**config.mk**
```make
export PLATFORM = sky130hd
export DESIGN_NAME = alarm_tone_gen
export DESIGN_NICKNAME = d
export VERILOG_FILES = /design/src/rtl/alarm_tone_gen.sv
export SDC_FILE = /design/constraint.sdc
export NUM_CORES = 1
export LEC_CHECK = 0
export ABC_AREA = 0
export CORE_MARGIN = 2
export CORE_UTILIZATION = 55
export CTS_CLUSTER_SIZE = 12
export DETAILED_ROUTE_END_ITERATION = 8
export GPL_ROUTABILITY_DRIVEN = 0
export PLACE_DENSITY_LB_ADDON = 0.1
export SLEW_MARGIN = 15
export SYNTH_ARGS = -nofsm -noshare
export SYNTH_HDL_FRONTEND = slang
export SYNTH_SLANG_ARGS = --single-unit
```
**constraint.sdc**
```tcl
create_clock -name clk -period 3.6 [get_ports clk]
set_clock_uncertainty 0.1 [all_clocks]
set_input_delay 0.36 -clock clk [delete_from_list [all_inputs] [get_ports clk]]
set_output_delay 0.36 -clock clk [all_outputs]
set_load 0.005 [all_outputs]
```
**src/rtl/alarm_tone_gen.sv**
```systemverilog
// alarm_tone_gen: multi-mode alarm sounder driving one square-wave speaker pin.
// Supports four patterns: steady tone, two-tone alternation, sweeping wail and
// pulsed beep. A single tone engine counts half-periods of the current divider.
// A phase timer and a sweep-step timer change that divider, or gate the tone.
module alarm_tone_gen #(
    parameter int unsigned LO_DIV       = 56818,
    parameter int unsigned HI_DIV       = 28409,
    parameter int unsigned DIV_W        = 16,
    parameter int unsigned PHASE_CYCLES = 25_000_000,
    parameter int unsigned STEP_CYCLES  = 50_000,
    parameter int unsigned SWEEP_STEP   = 284
) (
    input  logic       clk,
    input  logic       rst,
    input  logic       enable,
    input  logic [1:0] mode,
    output logic       speaker_out,
    output logic       active,
    output logic       tone_sel
);

    typedef enum logic [1:0] {
        STEADY   = 2'd0,
        TWO_TONE = 2'd1,
        WAIL     = 2'd2,
        BEEP     = 2'd3
    } mode_t;

    localparam int unsigned PH_W = (PHASE_CYCLES > 1) ? $clog2(PHASE_CYCLES) : 1;
    localparam int unsigned ST_W = (STEP_CYCLES > 1) ? $clog2(STEP_CYCLES) : 1;

    localparam logic [DIV_W-1:0] LO_D    = DIV_W'(LO_DIV);
    localparam logic [DIV_W-1:0] HI_D    = DIV_W'(HI_DIV);
    localparam logic [PH_W-1:0]  PH_LAST = PH_W'(PHASE_CYCLES - 1);
    localparam logic [ST_W-1:0]  ST_LAST = ST_W'(STEP_CYCLES - 1);

    // Sweep arithmetic carries one extra bit so a step never wraps before clamping.
    localparam logic [DIV_W:0] LO_X   = (DIV_W + 1)'(LO_DIV);
    localparam logic [DIV_W:0] HI_X   = (DIV_W + 1)'(HI_DIV);
    localparam logic [DIV_W:0] STEP_X = (DIV_W + 1)'(SWEEP_STEP);

    // All pattern state that returns to a common clear value on disable/restart.
    typedef struct packed {
        logic [DIV_W-1:0] tone_cnt;
        logic [DIV_W-1:0] cur_div;
        logic [PH_W-1:0]  phase_cnt;
        logic [ST_W-1:0]  step_cnt;
        logic             tone_sel;
        logic             gate;
        logic             spk;
    } state_t;

    localparam state_t CLEAR_ST = '{
        tone_cnt:  '0,
        cur_div:   LO_D,
        phase_cnt: '0,
        step_cnt:  '0,
        tone_sel:  1'b0,
        gate:      1'b1,
        spk:       1'b0
    };

    state_t st;
    mode_t  mode_q;
    mode_t  mode_in;
    logic   en_q;

    logic             phase_tick;
    logic             step_tick;
    logic             tone_wrap;
    logic             gate_next;
    logic [DIV_W:0]   div_x;
    logic [DIV_W:0]   div_dn;
    logic [DIV_W:0]   div_up;

    assign mode_in = mode_t'(mode);

    // Timer ticks, tone wrap condition, next beep gate and clamped sweep targets.
    always_comb begin
        // NOTE: every always_comb output gets a default first so no latch can be inferred.
        phase_tick = 1'b0;
        step_tick  = 1'b0;
        tone_wrap  = 1'b0;
        gate_next  = st.gate;
        div_x      = {1'b0, st.cur_div};
        div_dn     = HI_X;
        div_up     = LO_X;

        phase_tick = (st.phase_cnt == PH_LAST);
        step_tick  = (st.step_cnt == ST_LAST);
        // >= rather than == so a divider that shrank below the count wraps at once.
        tone_wrap  = (st.tone_cnt >= (st.cur_div - DIV_W'(1)));

        if ((mode_q == BEEP) && phase_tick) begin
            gate_next = ~st.gate;
        end

        if (div_x > (HI_X + STEP_X)) begin
            div_dn = div_x - STEP_X;
        end
        if ((div_x + STEP_X) < LO_X) begin
            div_up = div_x + STEP_X;
        end
    end

    // Pattern state machine: reset, disable, restart on mode change, then run.
    always_ff @(posedge clk or posedge rst) begin
        // NOTE: sequential state is written only with non-blocking assignments.
        if (rst) begin
            st     <= CLEAR_ST;
            mode_q <= STEADY;
            en_q   <= 1'b0;
        end else if (!enable) begin
            st     <= CLEAR_ST;
            mode_q <= mode_in;
            en_q   <= 1'b0;
        end else if (mode_in != mode_q) begin
            st     <= CLEAR_ST;
            mode_q <= mode_in;
            en_q   <= 1'b1;
        end else begin
            en_q         <= 1'b1;
            st.phase_cnt <= phase_tick ? '0 : st.phase_cnt + PH_W'(1);
            st.step_cnt  <= step_tick ? '0 : st.step_cnt + ST_W'(1);
            st.gate      <= gate_next;

            // Tone runs only while the gate is open now and stays open this edge.
            if (st.gate && gate_next) begin
                if (tone_wrap) begin
                    st.tone_cnt <= '0;
                    st.spk      <= ~st.spk;
                end else begin
                    st.tone_cnt <= st.tone_cnt + DIV_W'(1);
                end
            end else begin
                st.tone_cnt <= '0;
                st.spk      <= 1'b0;
            end

            case (mode_q)
                STEADY: begin
                    st.cur_div  <= LO_D;
                    st.tone_sel <= 1'b0;
                end
                TWO_TONE: begin
                    if (phase_tick) begin
                        st.tone_sel <= ~st.tone_sel;
                        st.cur_div  <= st.tone_sel ? LO_D : HI_D;
                    end
                end
                WAIL: begin
                    if (step_tick) begin
                        if (!st.tone_sel) begin
                            st.cur_div <= div_dn[DIV_W-1:0];
                            if (div_dn == HI_X) begin
                                st.tone_sel <= 1'b1;
                            end
                        end else begin
                            st.cur_div <= div_up[DIV_W-1:0];
                            if (div_up == LO_X) begin
                                st.tone_sel <= 1'b0;
                            end
                        end
                    end
                end
                BEEP: begin
                    st.cur_div  <= LO_D;
                    st.tone_sel <= 1'b0;
                end
            endcase
        end
    end

    assign speaker_out = st.spk;
    assign tone_sel    = st.tone_sel;
    assign active      = en_q & st.gate;

endmodule
```
---- After elaboration in Yosys (flattened, before gate mapping) ----
Index checks and enable logic that the tools add are counted.
cells by class
  add/subtract/negate cells ............... 6
  order comparisons ....................... 3
  equal/unequal tests ..................... 12
  muxes and demuxes ....................... 25
  bitwise operators ....................... 4
  reductions and logical operators ........ 5
operators with widths
  kind                                                             count
  two-way mux 76 bit                                               2
  two-way mux 16 bit                                               7
  one-hot mux 16 bit (3 select lines)                              1
  two-way mux 17 bit                                               2
  adder 16 x 1 -> 16 bit, second input constant                    2
  adder 25 x 1 -> 25 bit, second input constant                    1
  == test 25 bit, second input constant                            1
  two-way mux 25 bit                                               1
  adder 16 x 9 -> 17 bit, second input constant                    1
  == test 17 x 15 -> 1 bit, second input constant                  1
  == test 17 x 16 -> 1 bit, second input constant                  1
  less-than comparator 17 x 16 -> 1 bit, second input constant     1
  subtractor 16 x 9 -> 17 bit, second input constant               1
  == test 16 bit, second input constant                            1
  greater-or-equal comparator 16 bit                               1
  greater-than comparator 16 x 15 -> 1 bit, second input constant  1
  subtractor 16 x 1 -> 16 bit, second input constant               1
  != test 4 bit, second input constant                             3
  two-way mux 1 bit                                                9
  == test 2 bit, second input constant                             2
  two-way mux 2 bit                                                2
  NOT 1 bit                                                        3
  one-hot mux 1 bit (3 select lines)                               1
  == test 2 x 1 -> 1 bit, second input constant                    1
  7 further kinds                                                  8
storage, ports and cells
  bits in registers ....................... 79
  input port bits ......................... 5
  output and inout port bits .............. 3
  logic and storage cells ................. 64

---- Longest topological paths before layout ----
Gate-level depths: netlist of run 1.
  depth in word-level cells ............... 10
  mapped depth ............................ 16
  mapped depth without buffers ............ 14

---- Least setup slack after synthesis of run 1 ----
Ideal clock, no wire load.
  path type ............................... reg-to-reg
  start ................................... register st (netlist bit div_x[3])
  end ..................................... register st[67] (netlist bit)
  library setup time ...................... 0.132 ns
  arrival time ............................ 3.343 ns
  setup slack ............................. 0.025 ns
  cell stages (with the launch flop) ...... 14
  buffers on the path ..................... 2
  clock period less this slack ............ 3.575 ns
  cell sequence ........................... dfrtp_1 buf_6 or3_1 nor3_1 nand2_1 nor3_1 xnor2_1 ha_1 nand4_1 nor2_1 o211ai_1 o31ai_1 clkbuf_1 nor2_1
on the way
  word-level cells in the longest chain between the ends .. 6
RTL lines
  what                                line  source
  from (decl)                         63    state_t st;
  subtractor 16 x 1 -> 16 bit         92    tone_wrap = (st.tone_cnt >= (st.cur_div - DIV_W'(1)));
  greater-or-equal comparator 16 bit  92
  two-way mux 16 bit                  129   if (tone_wrap) begin
  two-way mux 16 bit                  128   if (st.gate && gate_next) begin
  two-way mux 76 bit                  117   end else if (mode_in != mode_q) begin
  two-way mux 76 bit                  113   end else if (!enable) begin
No other way between the ends.
A chain may end at the register's enable or synchronous reset.

---- Final worst setup path of run 1 ----
  start ................................... register st (netlist bit div_x[2])
  end ..................................... register st[62] (netlist bit)
Same word-level chain as after synthesis.

==> results of run 1 <==
-- layout by cell type (no fill, tap or decap), types with 5 or more instances in the layout --
cell type	n
a21o_1	5
o21ai_0	23
nor3_1	20
nor2_1	93
o211ai_1	5
or3_1	13
dfstp_2	12
buf_4	24
nor4_1	11
o31ai_1	5
nand2b_1	5
a21oi_1	24
nand2_1	45
dfrtp_1	67
ha_1	30
xnor2_1	38
xor2_1	39
o21a_1	6
clkbuf_8	11
nand4_1	14
nand3_1	39
a31oi_1	6
inv_1	15
clkdlybuf4s50_1	7
and3_1	14
-- per-layer routing --
| layer | share of wire [%] | vias to the layer above |
|---|---|---|
| met3 | 6.5 | 29 |
| met5 | 0 | - |
| met4 | 2.5 | 0 |
| li1 | - | 2250 |
| met1 | 45 | 2225 |
| met2 | 46 | 149 |
-- power groups by stage --
stage	clock, W	sequential (W)	combinational, W
floorplan	0	0.000933	0.000172
global placement	0	0.000949	0.000226
detailed placement	0	0.000949	0.000229
CTS	0.000662	0.000932	0.000230
global route	0.000696	0.000936	0.000258
finish	0.000647	0.000933	0.000233
-- worst max-delay path: cells and delay by family (launching register included) --
kind | cells | cell delay, ns
AOI/OAI and AO/OA | 5 | 0.96
xor gates and xnor gates | 1 | 0.17
adders and majority gates | 2 | 0.44
buffers and inverters | 2 | 0.35
DFF | 1 | 0.47
and+or+nand+nor | 4 | 0.78
-- logic make-up after synthesis --
| logic type | share of synthesized area (%) |
|---|---|
| DFF | 36.4 |
| buffers and inverters | 4.35 |
| adders and majority gates | 6.86 |
| muxes | 0.206 |
| AOI/OAI and AO/OA | 13.5 |
| and+or+nand+nor | 26.3 |
| xor gates and xnor gates | 12.3 |
-- sequential cells by signal, indices dropped and copies added, names as in the netlist --
register	count
tone_sel	1
speaker_out	1
en_q	1
st	58
div_x	16
mode_q	2
-- cell type report --
cell class              count  area (µm²)
multi-input cells         499        3260
fillers                   865        3780
clock buffers              11         151
repair buffers             32         270
diodes                      1        2.50
flip-flops and latches     79        1990
well taps                 133         166
clock inverters             5        38.8
inverters                  16        61.3
-- worst max path at each step --
stage / endpoint / cells past startpoint
global route: st[75]$_DFF_PP0_ / 14
floorplan: st[67]$_DFF_PP0_ / 13
detailed placement: st[66]$_DFF_PP0_ / 14
CTS: st[75]$_DFF_PP0_ / 14
global placement: speaker_out$_DFFE_PP0P_ / 12
finish: st[62]$_DFF_PP0_ / 14
-- metrics by stage --
stage | utilization (%) | area [µm²] | setup slack (ns) | power, W | hold slack (ns)
3_3_place_gp | 59.0 | 5740 | 0.279 | 0.00117 | 0.368
6_report | 61.1 | 5950 | 0.263 | 0.00181 | 0.385
2_1_floorplan | - | 5470 | 0.0249 | 0.00110 | 0.291
5_1_grt | 61.1 | 5940 | 0.0593 | 0.00189 | 0.392
4_1_cts | 60.9 | 5930 | 0.114 | 0.00182 | 0.378
3_5_place_dp | 59.0 | 5740 | 0.133 | 0.00118 | 0.383
-- timing repair --
action	CTS	global route
endpoints found under the setup margin	0	20
gates resized for setup	0	2
buffers inserted	0	0
==> results.md, run 1 <==
- Slowest stage delay, CP: roughly 0.47 ns
- Main area contributors after synthesis: dfrtp_1 31%, ha_1 6.9%, nor2_1 6.4%, xor2_1 6.2%, xnor2_1 6.1%
- Max clock buf depth: 2
- Worst R2R End: st[62]$_DFF_PP0_
- #FFs+latches synth: 79
- Syn Nets: 665
- Met1 usage: 33.6%
- F_max: around 0.30 GHz
- Pleak: 2.35 nW
- Gr busiest metal: met2
- Crit. Startpoint: div_x[2]$_DFFE_PP0P_
- # nets final: 672
- CP endpoint kind: flop
- Seq/Total Area, Yosys: between 30% and 40%
- Post-synth EDFFs: 0
- Hold-fix buffers, CTS: 0
- FP Rows: 36
- TritonRoute pass-1 iters: 5
- Inst Count DP: 758
- ANT nets after route: 0
- Reg2Reg Launch Point: div_x[2]$_DFFE_PP0P_
- Vias per inst: around 6.0
- Area Overhead vs Synth: 8.71%
- Crit Path Class: reg2reg
- Final HPWL DP: 9270 µm
- Reg2reg path depth: 14
- Top cells by count, synth: 93 x nor2_1, 67 x dfrtp_1, 45 x nand2_1
- Synth Instances: 630
- Die W: 104 µm
- Worst path slowest cell: dfrtp_1
- Area fraction of the dominant cell type after synthesis: 30.6%
- Met3 Track Usage GR: 4.66%
- Die Ht: roughly 100 µm
- Reg2Reg Setup Slack: 0.26 ns
- Cell seen most often among critical-path stages: ha_1
- H-tree depth: 3
- Synth Cell Area: 5470 µm²
- Setup-failing EPs final: 0
- Crit path DAT: around 3.5 ns
- Tcrit/Tclk final: 92.7%
- CORE AREA: 9730 µm²
- Root buffer cell: clkbuf_8
- Hold Path Class: in2async
- Die area: between 10000 and 15000 µm²
- Minimum clock period: 3.34 ns
- Antenna violations before repair: 1
- Final WL: approximately 13000 µm
- Vias: between 4000 and 5000
- Initial drt markers: between 300 and 400
- Internal: 0.00129 W
- Worst-path clk slew: roughly 0.090 ns
- Met2 usage: 37.9%
- Largest net degree at the start of global routing: 53
- DRC: 0
- Pwr/cell area: between 300 and 400 nW/µm²
- Synth cell types: 70
- Asr flop ratio synth: 100%
- Worst-Margin Slew: 0.962 ns
- Clock sinks: 79
- RSZ-0062 raised after global routing: false
- First-pass GRT wire length: 21500 µm
- Psw: 0.000525 W
- Sw frac: between 20 and 30%
- Num CTS Buffers: 9
- Peak VDD IR: 0.000265 V
- Total track usage: 24.4%
- Setup TNS: 0 ns
- Yosys top cell by area: dfrtp_1
- Buffers on Ports: 7
- Predominant post-synthesis flop cell: dfrtp_1
- CP Launch Type: flop
- Combinational Power Share: ~13%
- Max Cap Viol: 0
- Final hold vios: 0
- Crit path cell chain: inv_1, ha_1, nor2b_1, nand2_1, nor4_1, xnor2_1, ha_1, a21o_1, a21oi_1, o21ai_0, a2111oi_2, o31ai_2, buf_4, nor2_1
- Starting Density: 56.2%
- Non-Filler Instances: 776
- Drt wl/cell: 16.4 µm
- I/O pins: 8
- Register share of total power: about half
- Clock power share: 35.7%
- WP data required: 3.80 ns
- Share of cells above drive strength 1: 11.8%
- Vias in the first global route: around 4500
- Slew Viols, Final: 0
- Worst-Skew Late Latency: 0.37 ns
- Worst-path fanout max: 16
- Gr ovfl total: 0
- Synthesized area per cell: 8.68 µm²
- Relative slew slack: 35.5%
- Top-count cell post-synth: nor2_1
- Outcome: completed
- Synthesis Warnings: 0
- TritonCTS clock tree: yes
Note: power is estimated with default switching activity, not from simulation.
==> run 2: changes to the inputs <==
--- a/config.mk
+++ b/config.mk
@@ -10,9 +10,10 @@
 export CORE_UTILIZATION = 55
 export CTS_CLUSTER_SIZE = 12
 export DETAILED_ROUTE_END_ITERATION = 8
+export DONT_BUFFER_PORTS = 1
 export GPL_ROUTABILITY_DRIVEN = 0
 export PLACE_DENSITY_LB_ADDON = 0.1
-export SLEW_MARGIN = 15
+export SLEW_MARGIN = 20
 export SYNTH_ARGS = -nofsm -noshare
 export SYNTH_HDL_FRONTEND = slang
 export SYNTH_SLANG_ARGS = --single-unit
==> results.md, run 2 (synthesis results as in run 1) <==
- Crit path cell chain: or3_1, or3_1, nor4_1, xnor2_1, ha_1, nor2b_1, o21ai_0, o21ai_0, a2111oi_2, o31ai_2, buf_4, nor2_1
- Pwr/cell area: 307 nW/µm² (+0.74%)
- CP Launch Type: flop
- Pre-CTS setup slack: 0.0683 ns (-0.0644 ns)
- Delay-heaviest family, CP: simple AND/OR/NAND/NOR gates
- Final setup margin: 0.227 ns (-0.0354 ns)
- # nets final: 663 (-1.3%)
- H-tree depth: 3 (unchanged)
- Pleak: 2.31 nW (-1.6%)
- Number of flip-flops in the largest register: 58 (unchanged)
- TritonRoute pass-1 iters: 5 (unchanged)
- Final HPWL DP: 9070 µm (-2.1%)
- Num CTS Buffers: 9 (unchanged)
- Final WL: 12600 µm (-1.6%)
- Root buffer cell: clkbuf_8
- Worst-Skew Late Latency: 0.36 ns (about the same)
- Share of cells above drive strength 1: 10.9% (-0.94 points)
- Outcome: completed
- Total track usage: 24.7% (+0.29 points)
- CP endpoint kind: flop
- Vias per inst: 5.99 (about the same)
- Max Cap Viol: 0 (unchanged)
- Relative slew slack: 36.0% (+0.48 points)
- Initial drt markers: 330 (+5.4%)
- Setup-failing EPs final: 0 (unchanged)
- Largest net degree at the start of global routing: 57 (+7.5%)
- Area Overhead vs Synth: 7.07%
- Antenna cells: 0 (-1)
- Worst path slowest cell: or3_1
- Cell area after layout: 5860 µm² (-1.5%)
- Gr ovfl total: 0 (unchanged)
- DRC: 0 (unchanged)
- Worst R2R End: st[70]$_DFF_PP0_
- TritonCTS clock tree: yes
- Die W: 104 µm (unchanged)
- FP Rows: 36 (unchanged)
- Biggest register: st
- Clock sinks: 79 (unchanged)
- Commonest non-fill, non-tap cell in the layout: nor2_1
- Antenna violations before repair: 0 (-1)
- I/O pins: 8 (unchanged)
- Max clock buf depth: 2 (unchanged)
- Setup TNS: 0 ns (unchanged)
- Drt wl/cell: 16.4 µm (-0.28%)
- Crit path DAT: 3.55 ns (about the same)
- Most frequent cells in the layout: 93 x nor2_1, 67 x dfrtp_1, 45 x nand2_1, 39 x nand3_1, 39 x xor2_1
- Crit. Startpoint: div_x[11]$_DFFE_PP1P_
- F_max: 0.296 GHz (-1.0%)
- Area after DPL: 5620 µm² (-2.1%)
- Tcrit/Tclk final: 93.7% (+0.98 points)
- First-pass GRT wire length: 21700 µm (+1.3%)
- Slew Viols, Final: 0 (unchanged)
- Die Ht: 104 µm (unchanged)
- Hold Path Class: in2reg
- Minimum clock period: 3.37 ns (+0.0354 ns)
- Reg2Reg Launch Point: div_x[11]$_DFFE_PP1P_
- Vias: 4592 (-1.3%)
- Crit Path Class: reg2reg
- Worst path bufs/invs: 1 (-1)
- Worst-path clk slew: 0.09 ns (about the same)
- Hold Path Depth: 2
- Starting Density: 56.2% (unchanged)
- Peak VDD IR: 0.000245 V (-7.4%)
- Hold Startpoint: enable
- Reg2reg path depth: 12 (-2)
- WP data required: 3.78 ns (-0.02 ns)
- Final hold vios: 0 (unchanged)
- Hold Crit Endpoint: st[5]$_DFF_PP0_
- Worst-path fanout max: 16 (unchanged)
- Slowest stage delay, CP: 0.44 ns (-0.03 ns)
- Reg2Reg Setup Slack: 0.23 ns (-0.04 ns)
- Vias in the first global route: 4382 (-2.4%)
- Worst-Margin Slew: 0.954 ns (-0.00788 ns)
- CORE AREA: 9730 µm² (unchanged)
- ANT nets after route: 0 (unchanged)
- Buffers on Ports: 0 (-7)
- Fill cells: 905 (+4.6%)
- Die area: 10800 µm² (unchanged)
==> run 2: changes by cell type in the layout (fill, tap and decap cells not counted) <==
cell             delta
clkdlybuf4s50_1     -7
buf_4               -4
dlygate4sd3_1       +4
diode_2             -1
buf_12              -1
clkinv_2            -2
clkbuf_8            +1
o31ai_2             -1
clkbuf_1            +1
inv_6               -1
inv_4               +1
==> run 2: power by group <==
part           leakage [nW]  switching [W]  internal, W
Clock                0.0963       0.000333     0.000311
Sequential             1.05      0.0000282     0.000906
Combinational          1.16       0.000138    0.0000812
==> run 2: worst max path at each step <==
| stage | depth (start not counted) | endpoint | slack (ns) |
|---|---|---|---|
| 6_report | 12 | st[70]$_DFF_PP0_ | 0.23 |
| 5_1_grt | 12 | st[70]$_DFF_PP0_ | -0.0007 |
| 4_1_cts | 12 | st[74]$_DFF_PP0_ | 0.08 |
| 3_5_place_dp | 12 | st[74]$_DFF_PP0_ | 0.07 |
| 3_3_place_gp | 11 | speaker_out$_DFFE_PP0P_ | 0.26 |
| 2_1_floorplan | 13 | st[67]$_DFF_PP0_ | 0.02 |
==> run 2: stage by stage <==
step                      utilization, %  total power, W  hold slack [ns]  std cells
after floorplan                        -         0.00110            0.291        630
after global placement              57.7         0.00116            0.292        746
after detailed placement            57.7         0.00116            0.292        746
after CTS                           60.0         0.00182          0.00797        765
after global routing                60.2         0.00189            0.109        766
final                               60.2         0.00180            0.138        766
==> run 2: layout make-up <==
class | instances | area [µm²] | area share (%)
clock buffers | 13 | 169 | 2.88
clock inverters | 3 | 25.0 | 0.427
inverters | 16 | 62.6 | 1.07
multi-input cells | 498 | 3250 | 55.5
flip-flops and latches | 79 | 1990 | 34.0
well taps | 133 | 166 | 2.84
repair buffers | 24 | 190 | 3.25
==> run 2: metal layers <==
layer / routed length, µm / global-route usage, %
met5: 0 / 0
met4: 363 / 9.07
met3: 724 / 5.35
met2: 5940 / 39.8
met1: 5530 / 32.9
==> run 2: what timing repair did <==
item                       4_1_cts  5_1_grt
buffers inserted                 0        0
hold endpoints to repair         3       44
hold buffers                     3        1
resized for setup                0        2
setup endpoints to repair        0       17
==> run 3: changes to the inputs <==
--- a/config.mk
+++ b/config.mk
@@ -6,8 +6,10 @@
 export NUM_CORES = 1
 export LEC_CHECK = 0
 export ABC_AREA = 0
+export CELL_PAD_IN_SITES_DETAIL_PLACEMENT = 0
+export CELL_PAD_IN_SITES_GLOBAL_PLACEMENT = 1
 export CORE_MARGIN = 2
-export CORE_UTILIZATION = 55
+export CORE_UTILIZATION = 45
 export CTS_CLUSTER_SIZE = 12
 export DETAILED_ROUTE_END_ITERATION = 8
 export DONT_BUFFER_PORTS = 1
==> results.md, run 3 (synthesis results as in run 1) <==
- Outcome: completed
- Root buffer cell: clkbuf_16
- Setup-failing EPs final: 0 (unchanged)
- H-tree depth: 3 (unchanged)
- Num CTS Buffers: 9 (unchanged)
- Vias in the first global route: 4490 (+2.5%)
- Reg2reg path depth: 11 (-1)
- Clock sinks: 79 (unchanged)
- Initial drt markers: 263 (-20%)
- Final HPWL DP: 9770 µm (+7.7%)
- Final Total Pwr: 0.00226 W (+26%)
- DRC: 0 (unchanged)
- TritonCTS clock tree: yes
- Peak VDD IR: 0.000304 V (+24%)
- Max clock buf depth: 2 (unchanged)
- CP endpoint kind: flop
- Largest net degree at the start of global routing: 55 (-3.5%)
- FP Rows: 40 (+11%)
- Worst R2R End: tone_sel$_DFFE_PP0P_
- Slowest stage delay, CP: 0.46 ns (+0.02 ns)
- WP data required: 3.74 ns (-0.04 ns)
- Biggest register: st
- RSZ-0062 raised after global routing: false
- Hold Crit Endpoint: st[5]$_DFF_PP0_
- Drt wl/cell: 17.1 µm (+4.4%)
- # Post-CTS Setup Buffers: 0 (unchanged)
- Number of flip-flops in the largest register: 58 (unchanged)
- Pwr/cell area: 370 nW/µm² (+21%)
- Share of cells above drive strength 1: 12.2% (+1.3 points)
- Die Ht: 114 µm (+10%)
- Crit Path Class: reg2reg
- Cell seen most often among critical-path stages: buf_4
- Relative slew slack: 45.9% (+9.9 points)
- Inst Count DP: 765 (+2.5%)
- Total track usage: 22.0% (-2.7 points)
- Die area: 13100 µm² (+21%)
- Slew Viols, Final: 0 (unchanged)
- Vias: 4600 (+0.17%)
- Commonest non-fill, non-tap cell in the layout: nor2_1
- Hold Path Depth: 2 (unchanged)
- Crit path DAT: 3.48 ns (-0.07 ns)
- CORE AREA: 12000 µm² (+23%)
- Vias per inst: 5.86 (-2.3%)
- ANT nets after route: 0 (unchanged)
- Pleak: 2.43 nW (+5.0%)
- Antenna violations before repair: 0 (unchanged)
- Area Overhead vs Synth: 11.5%
- Gr ovfl total: 0 (unchanged)
- Fill cells: 1148 (+27%)
- TritonRoute pass-1 iters: 5 (unchanged)
- F_max: 0.299 GHz (+0.92%)
- # nets final: 668 (+0.75%)
- Minimum clock period: 3.34 ns (-0.0306 ns)
- First-pass GRT wire length: 22400 µm (+3.1%)
- Worst path slowest cell: a41oi_1
- Worst-path clk slew: 0.06 ns (-0.03 ns)
- Worst-path fanout max: 7 (-9)
- Hold Startpoint: enable
- Worst-Skew Late Latency: 0.36 ns (about the same)
- I/O pins: 8 (unchanged)
- Crit. Startpoint: div_x[2]$_DFFE_PP0P_
- Crit path cell chain: inv_1, ha_1, buf_4, nand2b_1, a41oi_1, o221ai_1, a31oi_1, o211ai_2, buf_4, a311o_2, o211ai_1
- Die W: 114 µm (+10%)
- Final hold vios: 0 (unchanged)
- Buffers on Ports: 0 (unchanged)
- Max Cap Viol: 0 (unchanged)
- Delay-heaviest family, CP: compound AO/OA/AOI/OAI gates
- CP Launch Type: flop
- Final WL: 13400 µm (+7.0%)
- Tcrit/Tclk final: 92.8% (-0.85 points)
- Hold Path Class: in2reg
- Worst path bufs/invs: 3 (+2)
- Antenna cells: 0 (unchanged)
- Starting Density: 45.7% (-10 points)
- Reg2Reg Launch Point: div_x[2]$_DFFE_PP0P_
- Most frequent cells in the layout: 93 x nor2_1, 67 x dfrtp_1, 45 x nand2_1, 39 x nand3_1, 39 x xor2_1
- Non-Filler Instances: 785 (+2.5%)
- Reg2Reg Setup Slack: 0.26 ns (+0.03 ns)
- Worst-Margin Slew: 0.805 ns (-0.149 ns)
- Setup TNS: 0 ns (unchanged)
[run 3: worst reg2reg max path: stages (launching register included)]
cell      delay (ns)
dfrtp_1         0.45
inv_1           0.13
ha_1            0.18
buf_4           0.15
nand2b_1        0.13
a41oi_1         0.46
o221ai_1        0.32
a31oi_1         0.31
o211ai_2        0.26
buf_4           0.25
a311o_2         0.35
o211ai_1        0.14
[run 3: layout make-up]
type,count,area [µm²],share of cell area [%]
Clock buffer,10,239,3.92
Clock inverter,6,116,1.91
Inverter,16,62.6,1.03
Multi-Input combinational cell,498,3280,53.7
Sequential cell,79,1990,32.7
Tap cell,147,184,3.02
Timing Repair Buffer,29,228,3.73
[run 3: worst max-delay path by stage]
stage | to | slack (ns) | cells after the start
2_1_floorplan | st[67]$_DFF_PP0_ | 0.02 | 13
3_3_place_gp | speaker_out$_DFFE_PP0P_ | 0.28 | 11
3_5_place_dp | st[74]$_DFF_PP0_ | 0.21 | 12
4_1_cts | st[74]$_DFF_PP0_ | 0.18 | 12
5_1_grt | st[74]$_DFF_PP0_ | 0.03 | 12
6_report | tone_sel$_DFFE_PP0P_ | 0.26 | 11
[run 3: through the flow]
step,hold WS [ns],instance area (µm²),setup slack (ns),utilization (%)
2_1_floorplan,0.291,5470,0.0249,-
3_3_place_gp,0.292,5670,0.281,47.4
3_5_place_dp,0.292,5670,0.208,47.4
4_1_cts,0.0145,6060,0.177,50.6
5_1_grt,0.156,6100,0.0280,51.0
6_report,0.128,6100,0.258,51.0
[run 3: report_power, final]
group | internal, W | switching, W | total (W)
Combinational | 0.0000832 | 0.000145 | 0.000228
Sequential | 0.000907 | 0.0000245 | 0.000931
Clock | 0.000702 | 0.000398 | 0.00110
Total | 0.00169 | 0.000567 | 0.00226
[run 3: repair_timing]
item	4_1_cts	5_1_grt
hold buffers	3	1
endpoints found under the hold margin	3	41
endpoints found under the setup margin	0	17
resized for setup	0	7
[run 3: layer usage]
| layer | track usage, % | vias to the layer above | wire [µm] |
|---|---|---|---|
| met5 | 0 | - | 0 |
| li1 | - | 2231 | - |
| met4 | 10.1 | 0 | 301 |
| met1 | 29.2 | 2245 | 6260 |
| met3 | 3.97 | 24 | 595 |
| met2 | 35.2 | 100 | 6280 |
